===== config.mk =====
export PLATFORM = sky130hd
export DESIGN_NAME = cam_window_writer
export DESIGN_NICKNAME = d
export VERILOG_FILES = /design/src/rtl/cam_pkg.sv /design/src/rtl/cam_pos_counter.sv /design/src/rtl/cam_window_writer.sv
export SDC_FILE = /design/constraint.sdc
export NUM_CORES = 1
export LEC_CHECK = 0
export ABC_AREA = 1
export BUFFER_PORTS_ARGS = -buffer_cell sky130_fd_sc_hd__buf_2
export CAP_MARGIN = 30
export CELL_PAD_IN_SITES_DETAIL_PLACEMENT = 0
export CELL_PAD_IN_SITES_GLOBAL_PLACEMENT = 1
export CORE_ASPECT_RATIO = 0.75
export CORE_MARGIN = 5
export CORE_UTILIZATION = 38
export DETAILED_ROUTE_END_ITERATION = 10
export PLACE_DENSITY_LB_ADDON = 0.08
export SETUP_SLACK_MARGIN = 0.4
export SYNTH_ARGS = -nofsm -noshare
export SYNTH_HDL_FRONTEND = slang
export SYNTH_HIERARCHICAL = 1
export SYNTH_SLANG_ARGS = --single-unit

===== constraint.sdc =====
create_clock -name clk -period 2.8 [get_ports clk]
set_input_delay 0.28 -clock clk [delete_from_list [all_inputs] [get_ports clk]]
set_output_delay 0.28 -clock clk [all_outputs]
set_load 0.005 [all_outputs]

===== src/rtl/cam_pkg.sv =====
// cam_pkg: shared FSM encoding, RGB565 pixel width, counter widths and default frame/window geometry for the camera window writer
package cam_pkg;
  typedef enum logic [1:0] {
    ST_SYNC    = 2'b00,
    ST_CAPTURE = 2'b01,
    ST_HOLD    = 2'b10,
    ST_BAD     = 2'b11
  } cam_state_e;
  localparam int RGB565_W    = 16;
  localparam int FRAME_W_DEF = 640;
  localparam int FRAME_H_DEF = 480;
  localparam int WIN_W_DEF   = 256;
  localparam int WIN_H_DEF   = 256;
  localparam int HC_W        = 10;
  localparam int VC_W        = 9;
endpackage


===== src/rtl/cam_pos_counter.sv =====
// cam_pos_counter: sensor column/line position (clk, rst_n, pix_valid_i, frame_done_i in; hc_o, vc_o out), cleared by frame_done_i
module cam_pos_counter
  import cam_pkg::*;
#(
  parameter int FRAME_W = FRAME_W_DEF,
  parameter int FRAME_H = FRAME_H_DEF
) (
  input  logic            clk,
  input  logic            rst_n,
  input  logic            pix_valid_i,
  input  logic            frame_done_i,
  output logic [HC_W-1:0] hc_o,
  output logic [VC_W-1:0] vc_o
);
  localparam logic [HC_W-1:0] HC_LAST = HC_W'(FRAME_W - 1);
  localparam logic [VC_W-1:0] VC_LAST = VC_W'(FRAME_H - 1);
  logic [HC_W-1:0] hc_q, hc_d;
  logic [VC_W-1:0] vc_q, vc_d;
  logic            hc_end;
  always_comb begin
    hc_end = hc_q == HC_LAST;
    hc_d   = frame_done_i ? '0 : !pix_valid_i ? hc_q : hc_end ? '0 : hc_q + 1'b1;
    vc_d   = frame_done_i ? '0 : !(pix_valid_i && hc_end) ? vc_q : (vc_q == VC_LAST) ? '0 : vc_q + 1'b1;
  end
  always_ff @(posedge clk or negedge rst_n) begin
    if (!rst_n) begin
      hc_q <= '0;
      vc_q <= '0;
    end else begin
      hc_q <= hc_d;
      vc_q <= vc_d;
    end
  end
  assign hc_o = hc_q;
  assign vc_o = vc_q;
endmodule


===== src/rtl/cam_window_writer.sv =====
// cam_window_writer: crops/decimates a camera pixel stream into a ping-pong window buffer (pixel/frame strobes, write, decim, win_x/win_y in; wr_en/wr_addr/wr_data, rd_bank, frame_ready/frame_err, state_o out)
module cam_window_writer
  import cam_pkg::*;
#(
  parameter int PIX_W      = RGB565_W,
  parameter int FRAME_W    = FRAME_W_DEF,
  parameter int FRAME_H    = FRAME_H_DEF,
  parameter int WIN_W      = WIN_W_DEF,
  parameter int WIN_H      = WIN_H_DEF,
  parameter int DOUBLE_BUF = 1,
  localparam int CW = $clog2(WIN_W),
  localparam int RW = $clog2(WIN_H),
  localparam int AW = CW + RW + DOUBLE_BUF
) (
  input  logic             clk,
  input  logic             rst_n,
  input  logic             pix_valid,
  input  logic [PIX_W-1:0] pix_data,
  input  logic             frame_done,
  input  logic             write,
  input  logic             decim,
  input  logic [HC_W-1:0]  win_x,
  input  logic [VC_W-1:0]  win_y,
  output logic             wr_en,
  output logic [AW-1:0]    wr_addr,
  output logic [PIX_W-1:0] wr_data,
  output logic             rd_bank,
  output logic             frame_ready,
  output logic             frame_err,
  output logic [1:0]       state_o
);
  localparam int NPIX  = WIN_W * WIN_H;
  localparam int CNT_W = $clog2(NPIX) + 1;
  localparam logic [CNT_W-1:0] CNT_FULL = CNT_W'(NPIX);
  localparam logic [HC_W:0]    SPAN_X   = (HC_W + 1)'(WIN_W);
  localparam logic [VC_W:0]    SPAN_Y   = (VC_W + 1)'(WIN_H);
  cam_state_e        state_q, state_d;
  logic [HC_W-1:0]   hc, win_x_q, win_x_d;
  logic [VC_W-1:0]   vc, win_y_q, win_y_d;
  logic              decim_q, decim_d;
  logic [HC_W:0]     dx, span_x;
  logic [VC_W:0]     dy, span_y;
  logic [CW-1:0]     col;
  logic [RW-1:0]     row;
  logic [CW+RW:0]    addr_full;
  logic              in_win, take;
  logic [CNT_W-1:0]  cnt_q, cnt_d;
  logic              wr_bank_q, wr_bank_d, rd_bank_q, rd_bank_d;
  logic              ready_d, err_d, ready_q, err_q;
  logic              wr_en_q;
  logic [AW-1:0]     wr_addr_q;
  logic [PIX_W-1:0]  wr_data_q;
  cam_pos_counter #(.FRAME_W(FRAME_W), .FRAME_H(FRAME_H)) u_pos (
    .clk          (clk),
    .rst_n        (rst_n),
    .pix_valid_i  (pix_valid),
    .frame_done_i (frame_done),
    .hc_o         (hc),
    .vc_o         (vc)
  );
  always_comb begin
    dx        = {1'b0, hc} - {1'b0, win_x_q};
    dy        = {1'b0, vc} - {1'b0, win_y_q};
    span_x    = decim_q ? SPAN_X << 1 : SPAN_X;
    span_y    = decim_q ? SPAN_Y << 1 : SPAN_Y;
    in_win    = (dx < span_x) && (dy < span_y) && (!decim_q || (!dx[0] && !dy[0]));
    col       = decim_q ? dx[CW:1] : dx[CW-1:0];
    row       = decim_q ? dy[RW:1] : dy[RW-1:0];
    addr_full = {wr_bank_q, row, col};
    take      = (state_q == ST_CAPTURE) && pix_valid && !frame_done && in_win;
    state_d   = (state_q == ST_BAD) ? ST_SYNC : frame_done ? (write ? ST_CAPTURE : ST_HOLD) : state_q;
    ready_d   = frame_done && (state_q == ST_CAPTURE) && (cnt_q == CNT_FULL);
    err_d     = frame_done && (state_q == ST_CAPTURE) && (cnt_q != CNT_FULL);
    rd_bank_d = ready_d ? wr_bank_q : rd_bank_q;
    wr_bank_d = (ready_d && DOUBLE_BUF != 0) ? !wr_bank_q : wr_bank_q;
    cnt_d     = frame_done ? '0 : (take && cnt_q != CNT_FULL) ? cnt_q + 1'b1 : cnt_q;
    win_x_d   = frame_done ? win_x : win_x_q;
    win_y_d   = frame_done ? win_y : win_y_q;
    decim_d   = frame_done ? decim : decim_q;
  end
  always_ff @(posedge clk or negedge rst_n) begin
    if (!rst_n) begin
      state_q   <= ST_SYNC;
      cnt_q     <= '0;
      wr_bank_q <= 1'b1;
      rd_bank_q <= 1'b0;
      ready_q   <= 1'b0;
      err_q     <= 1'b0;
      wr_en_q   <= 1'b0;
      wr_addr_q <= '0;
      wr_data_q <= '0;
      win_x_q   <= '0;
      win_y_q   <= '0;
      decim_q   <= 1'b0;
    end else begin
      state_q   <= state_d;
      cnt_q     <= cnt_d;
      wr_bank_q <= wr_bank_d;
      rd_bank_q <= rd_bank_d;
      ready_q   <= ready_d;
      err_q     <= err_d;
      wr_en_q   <= take;
      win_x_q   <= win_x_d;
      win_y_q   <= win_y_d;
      decim_q   <= decim_d;
      if (take) begin
        wr_addr_q <= addr_full[AW-1:0];
        wr_data_q <= pix_data;
      end
    end
  end
  assign wr_en       = wr_en_q;
  assign wr_addr     = wr_addr_q;
  assign wr_data     = wr_data_q;
  assign rd_bank     = (DOUBLE_BUF != 0) && rd_bank_q;
  assign frame_ready = ready_q;
  assign frame_err   = err_q;
  assign state_o     = state_q;
endmodule

# Word level (Yosys, flattened, before mapping)
# Cells that the tools add are included.
# totals
inputBits	41
ramBits	0
output_inout_bits	39
mem_bits_ro	0
mem_count	0
register_bits	96
elab_cells	63
latch_bits	0
# classes
eq_ne	6
div_mod_pow	0
muxes	15
addsub	5
order_cmp	2
n_reduce_logical	21
shifts	0
mul	0
bitwise	0
# ops
cell	count
10-bit two-way mux	5
17-bit two-way mux	2
9-bit two-way mux	3
17-bit by 1-bit adder with 17-bit output (second input constant)	1
17-bit equality test (second input constant)	1
17-bit != test (second input constant)	1
8-bit two-way mux	2
1-bit logical AND	11
11-bit by 10-bit less-than comparator with 1-bit output	1
10-bit by 10-bit subtractor with 11-bit output	1
10-bit by 1-bit adder with 10-bit output (second input constant)	1
10-bit equality test (second input constant)	1
10-bit less-than comparator	1
9-bit by 9-bit subtractor with 10-bit output	1
9-bit by 1-bit adder with 9-bit output (second input constant)	1
9-bit equality test (second input constant)	1
2-bit nonzero test	4
2-bit two-way mux	3
1-bit zero test	5
2-bit by 1-bit equality test with 1-bit output (second input constant)	1
2-bit equality test (second input constant)	1
1-bit logical OR	1

# Longest topological paths before layout
# depth
ltp_word	9
ltp_mapped	22
mapped_depth_nobuf	21

# By module
# The synthesis kept the hierarchy.
# by_module_without_submodules
module	seq_area_each_um2	cells_each	area_each_um2	instances
cam_window_writer	1928.1	598	4556.9	1
cam_pos_counter	475.5	160	1172.4	1

# Least setup slack after synthesis
# OpenSTA, ideal clock, no wires.
# synth_timing
kind	register to register
start	register u_pos.hc_q[2], in the netlist u_pos/hc_o[2]
end	register wr_addr_q[0], in the netlist wr_addr[0]
t_required_ns	2.684
t_arrival_ns	2.737
path_slack_ns	-0.054
setup_ns	0.116
path_buffers	1
stages_incl_launch_ff	22
period_less_slack_ns	2.854
path_cell_list	dfrtp_1 ha_1 nand2_1 o21ai_0 nand3_1 nand2_1 nand2_1 nand2_1 a21oi_1 xnor2_1 ha_1 inv_1 nand2_1 nor4_1 nand2_1 clkinv_1 nand2_1 nor2_4 inv_2 buf_2 nand2_1 nand2_1
# synth_via
elab_chain_len	5
# synth_rtl
item	line	source
from (decl)	cam_pos_counter.sv:17	logic [HC_W-1:0] hc_q, hc_d;
from (signal assigned)	cam_pos_counter.sv:27	hc_q <= '0;
from (signal assigned)	cam_pos_counter.sv:30	hc_q <= hc_d;
10-bit by 10-bit subtractor with 11-bit output	cam_window_writer.sv:62	dx = {1'b0, hc} - {1'b0, win_x_q};
11-bit by 10-bit less-than comparator with 1-bit output	cam_window_writer.sv:66	in_win = (dx < span_x) && (dy < span_y) && (!decim_q || (!dx[0] && !dy[0]));
1-bit logical AND (2 in a row)	cam_window_writer.sv:66	
1-bit logical AND	cam_window_writer.sv:70	take = (state_q == ST_CAPTURE) && pix_valid && !frame_done && in_win;
to (signal assigned)	cam_window_writer.sv:107	wr_addr_q <= addr_full[AW-1:0];
to (decl)	cam_window_writer.sv:51	logic [AW-1:0] wr_addr_q;
# No other way between the ends.
# A chain may end at the register's enable or synchronous reset.

# Final worst setup path
# layout_timing
start	register win_x_q[5]
end	register wr_data_q[5], in the netlist wr_data[5]
# layout_via
elab_chain_len	5
# layout_rtl
item	line	source
from (decl)	cam_window_writer.sv:38	logic [HC_W-1:0] hc, win_x_q, win_x_d;
from (signal assigned)	cam_window_writer.sv:103	win_x_q <= win_x_d;
10-bit by 10-bit subtractor with 11-bit output	cam_window_writer.sv:62	
11-bit by 10-bit less-than comparator with 1-bit output	cam_window_writer.sv:66	
1-bit logical AND (2 in a row)	cam_window_writer.sv:66	
1-bit logical AND	cam_window_writer.sv:70	
to (signal assigned)	cam_window_writer.sv:108	wr_data_q <= pix_data;
to (decl)	cam_window_writer.sv:52	logic [PIX_W-1:0] wr_data_q;
# No other way between the ends.

==> reports/results.ini <==
[drt]
drc = 0
ant_nets = 0
viasPerCell = 4.68
post_drt_wl_per_cell_um = 13.8
drt-initial-drc-count = 272
wl_um = 14800
vias = 5049
drt-pass1-iter-count = 5

[sta]
finClkSkew_ns = 0.00738
relSlewSlack_pct = 62.1
period_minus_slack_ns = 2.78
final-setup-viol-count = 0
period_share_pct = 99.4
finalHoldViolCount = 0
fmaxAchievable_mhz = 359
rsz0062_at_grt = yes
setup_tns_ns = 0
drv_slew = 0
worst_pin_slew_ns = 0.569

[finish]
mostFrequentLayoutCells = 248 x nand2_1, 92 x dfrtp_1, 84 x inv_1
syn_to_final_growth_pct = 26.4
layout_commonest_cell = nand2_1
drive_gt1_share_pct = 23.1
fin_area_um2 = 7240
antenna_cells = 0
final_util_pct = 49.5
fin_nets = 941

[power]
vdd_drop_max_mv = 0.283
swShare_pct = 28.1
pwr-share-clk_pct = 41.3
seqPwrFrac_pct = 44.4
internal_power_mw = 2.32
power_mw = 3.23
power_density_nw_per_um2 = 446
combPwrFrac_pct = 14.2
p_leak_nw = 3.98
p_switching_uw = 910

[synthesis]
synth_nets = 826
synth_edf_count = 0
async_flop_share_pct = 100
syn_area_um2 = 5730
ys_ff_latch = 96
ys_types = 45
synthFlopType = dfrtp_1
syn_area_per_cell_um2 = 7.56
ys_seq_area_share_pct = 42.0
yosysWarnings = 6
netlist_instances = 758

[clocking]
cts.sinks = 96
cts_max_path_buffers = 2
clkSlewWorstSetupHoldPaths_ns = 0.07
cts_root_buffer = clkbuf_16
cts_max_level = 3
numCtsBuffers = 9
clk_latency_ns = 0.35
cts_tree = yes

[setup_path]
worstPathRequired_ns = 3.10
r2r_cells = 22
timing.rr.end = wr_data[5]
crit_path_cell_trace = inv_1 > ha_4 > nand2_1 > inv_1 > a21oi_1 > nand2_2 > nand2_2 > nand2_2 > a21oi_2 > xnor2_1 > ha_2 > inv_2 > nand2_1 > nor4_1 > nand2_1 > clkinv_2 > nand2_2 > nor2_4 > buf_8 > clkbuf_16 > nand2_1 > nand2_1
cp_slowest_cell = dfrtp_1
worstPathArrival_ns = 3.08
critical_path_class = reg -> reg
critPathMostFrequentCell = nand2_1
worstSetupEndpointType = flop
cp_max_fo = 12
start_kind = flop
r2r_slack_ns = 0.02
critPathMaxStageDelay_ns = 0.36
r2r_start = win_x_q[5]

[floorplanning]
coreArea_um2 = 14600
die_w_um = 152
rows = 38
ios = 80
start_util_pct = 39.1
dieArea_um2 = 17700
die_y_um = 116

[placement]
io_buffers = 79
place_area_um2 = 6560
dp_hpwl_um = 10800
gp_congestion = 0.848

[grt]
grt_pass1_wl_um = 24400
grt_max_degree = 56
grt_use_total_pct = 17.5
grt_pass1_vias = 4930
gr-total-overflow = 0
antenna_found_initial = 0

[hold_path]
hold_start = pix_data[4]
min_to = wr_data[4]
hold_class = in -> reg
min_path_cells = 3

[flow_run]
drv_cap = 0

[run_status]
status = completed

[layout make-up]
cell class                 instances  area, um^2
clock buffer                       9         225
clock inverter                     7        97.6
fill                            1484        7400
inverter                          97         392
multi-input combinational        543        2960
sequential                        96        2410
tap                              200         250
timing repair buffer             126         911
[sequential cells by signal, summed over array words and instances (netlist names)]
register	count
cnt_q	17
decim_q	1
win_x_q	10
u_pos/hc_o	10
wr_addr	17
state_o	2
frame_ready	1
win_y_q	9
wr_bank_q	1
wr_en	1
frame_err	1
rd_bank	1
wr_data	16
u_pos/vc_o	9
[power by group through the flow]
stage / sequential, mW / clock [mW] / combinational [mW]
after floorplan: 1.46 / 0 / 0.257
after global placement: 1.46 / 0 / 0.433
after detailed placement: 1.46 / 0 / 0.435
after CTS: 1.44 / 1.38 / 0.444
after global routing: 1.44 / 1.44 / 0.529
final: 1.44 / 1.34 / 0.460
[Yosys cell counts, types with 4 or more instances]
library cell,n,area share [%]
buf_6,4,0.79
inv_2,8,0.52
nand3_1,64,5.6
nand3b_1,8,1.0
nand2_1,262,17
nand4_1,12,1.3
dfrtp_1,95,41
xnor2_1,4,0.61
buf_2,5,0.44
nor2_1,48,3.1
nor3_1,9,0.79
clkbuf_1,9,0.59
o21ai_1,5,0.44
a21oi_1,17,1.5
xor2_1,21,3.2
inv_1,87,5.7
ha_1,25,5.5
o21ai_0,35,3.1
[worst max-delay path by stage]
stage                  start     endpoint  slack, ns  depth (start not counted)
2_1_floorplan  u_pos/hc_o[2]  wr_addr[12]       0.18                         21
6_report          win_x_q[5]   wr_data[5]       0.02                         22
5_1_grt           win_x_q[5]     cnt_q[3]      -0.15                         22
4_1_cts        u_pos/hc_o[2]    cnt_q[13]       0.05                         21
3_3_place_gp   u_pos/vc_o[2]   wr_addr[5]      -0.03                         17
3_5_place_dp   u_pos/vc_o[2]   wr_addr[3]      -0.03                         17
[stage by stage]
step	cells	worst slack [ns]	hold WS, ns
floorplan	758	0.176	-0.0156
global placement	1043	-0.0275	0.313
detailed placement	1043	-0.0267	0.313
CTS	1074	0.0515	0.105
global route	1078	-0.148	0.119
finish	1078	0.0157	0.119
[timing repair]
item / CTS / global route
pin swaps: 5 / 16
hold buffers: 1 / 0
gates resized for setup: 9 / 28
endpoints found under the hold margin: 41 / 0
setup buffers: 12 / 1
cloned: 2 / 3
endpoints found under the setup margin: 51 / 51
[cell families (layout without fill, tap and decap cells)]
family | after synthesis | in the layout | share of synthesized area (%)
compound gates | 62 | 62 | 5.61
xor+xnor | 25 | 25 | 3.82
fa+ha+maj | 27 | 27 | 6.16
buf+inv | 119 | 239 | 9.08
flops | 96 | 96 | 42.0
mux | 3 | 3 | 0.524
simple gates | 426 | 426 | 32.8
[critical path, delay by kind of cell (launching register included)]
kind	cells	cell delay, ns
adders and majority gates	2	0.39
and+or+nand+nor	11	0.96
AOI/OAI and AO/OA	2	0.29
xor gates and xnor gates	1	0.08
DFF	1	0.36
buffers and inverters	6	0.63
[metal layers]
layer	track usage, %	vias to the layer above	part of all wire [%]
li1	-	2636	-
met4	3.59	0	0.86
met5	0	-	0
met2	27.3	86	42
met1	25.2	2316	53
met3	3.61	11	4.4
No activity file was read; power rests on OpenSTA's default activity.
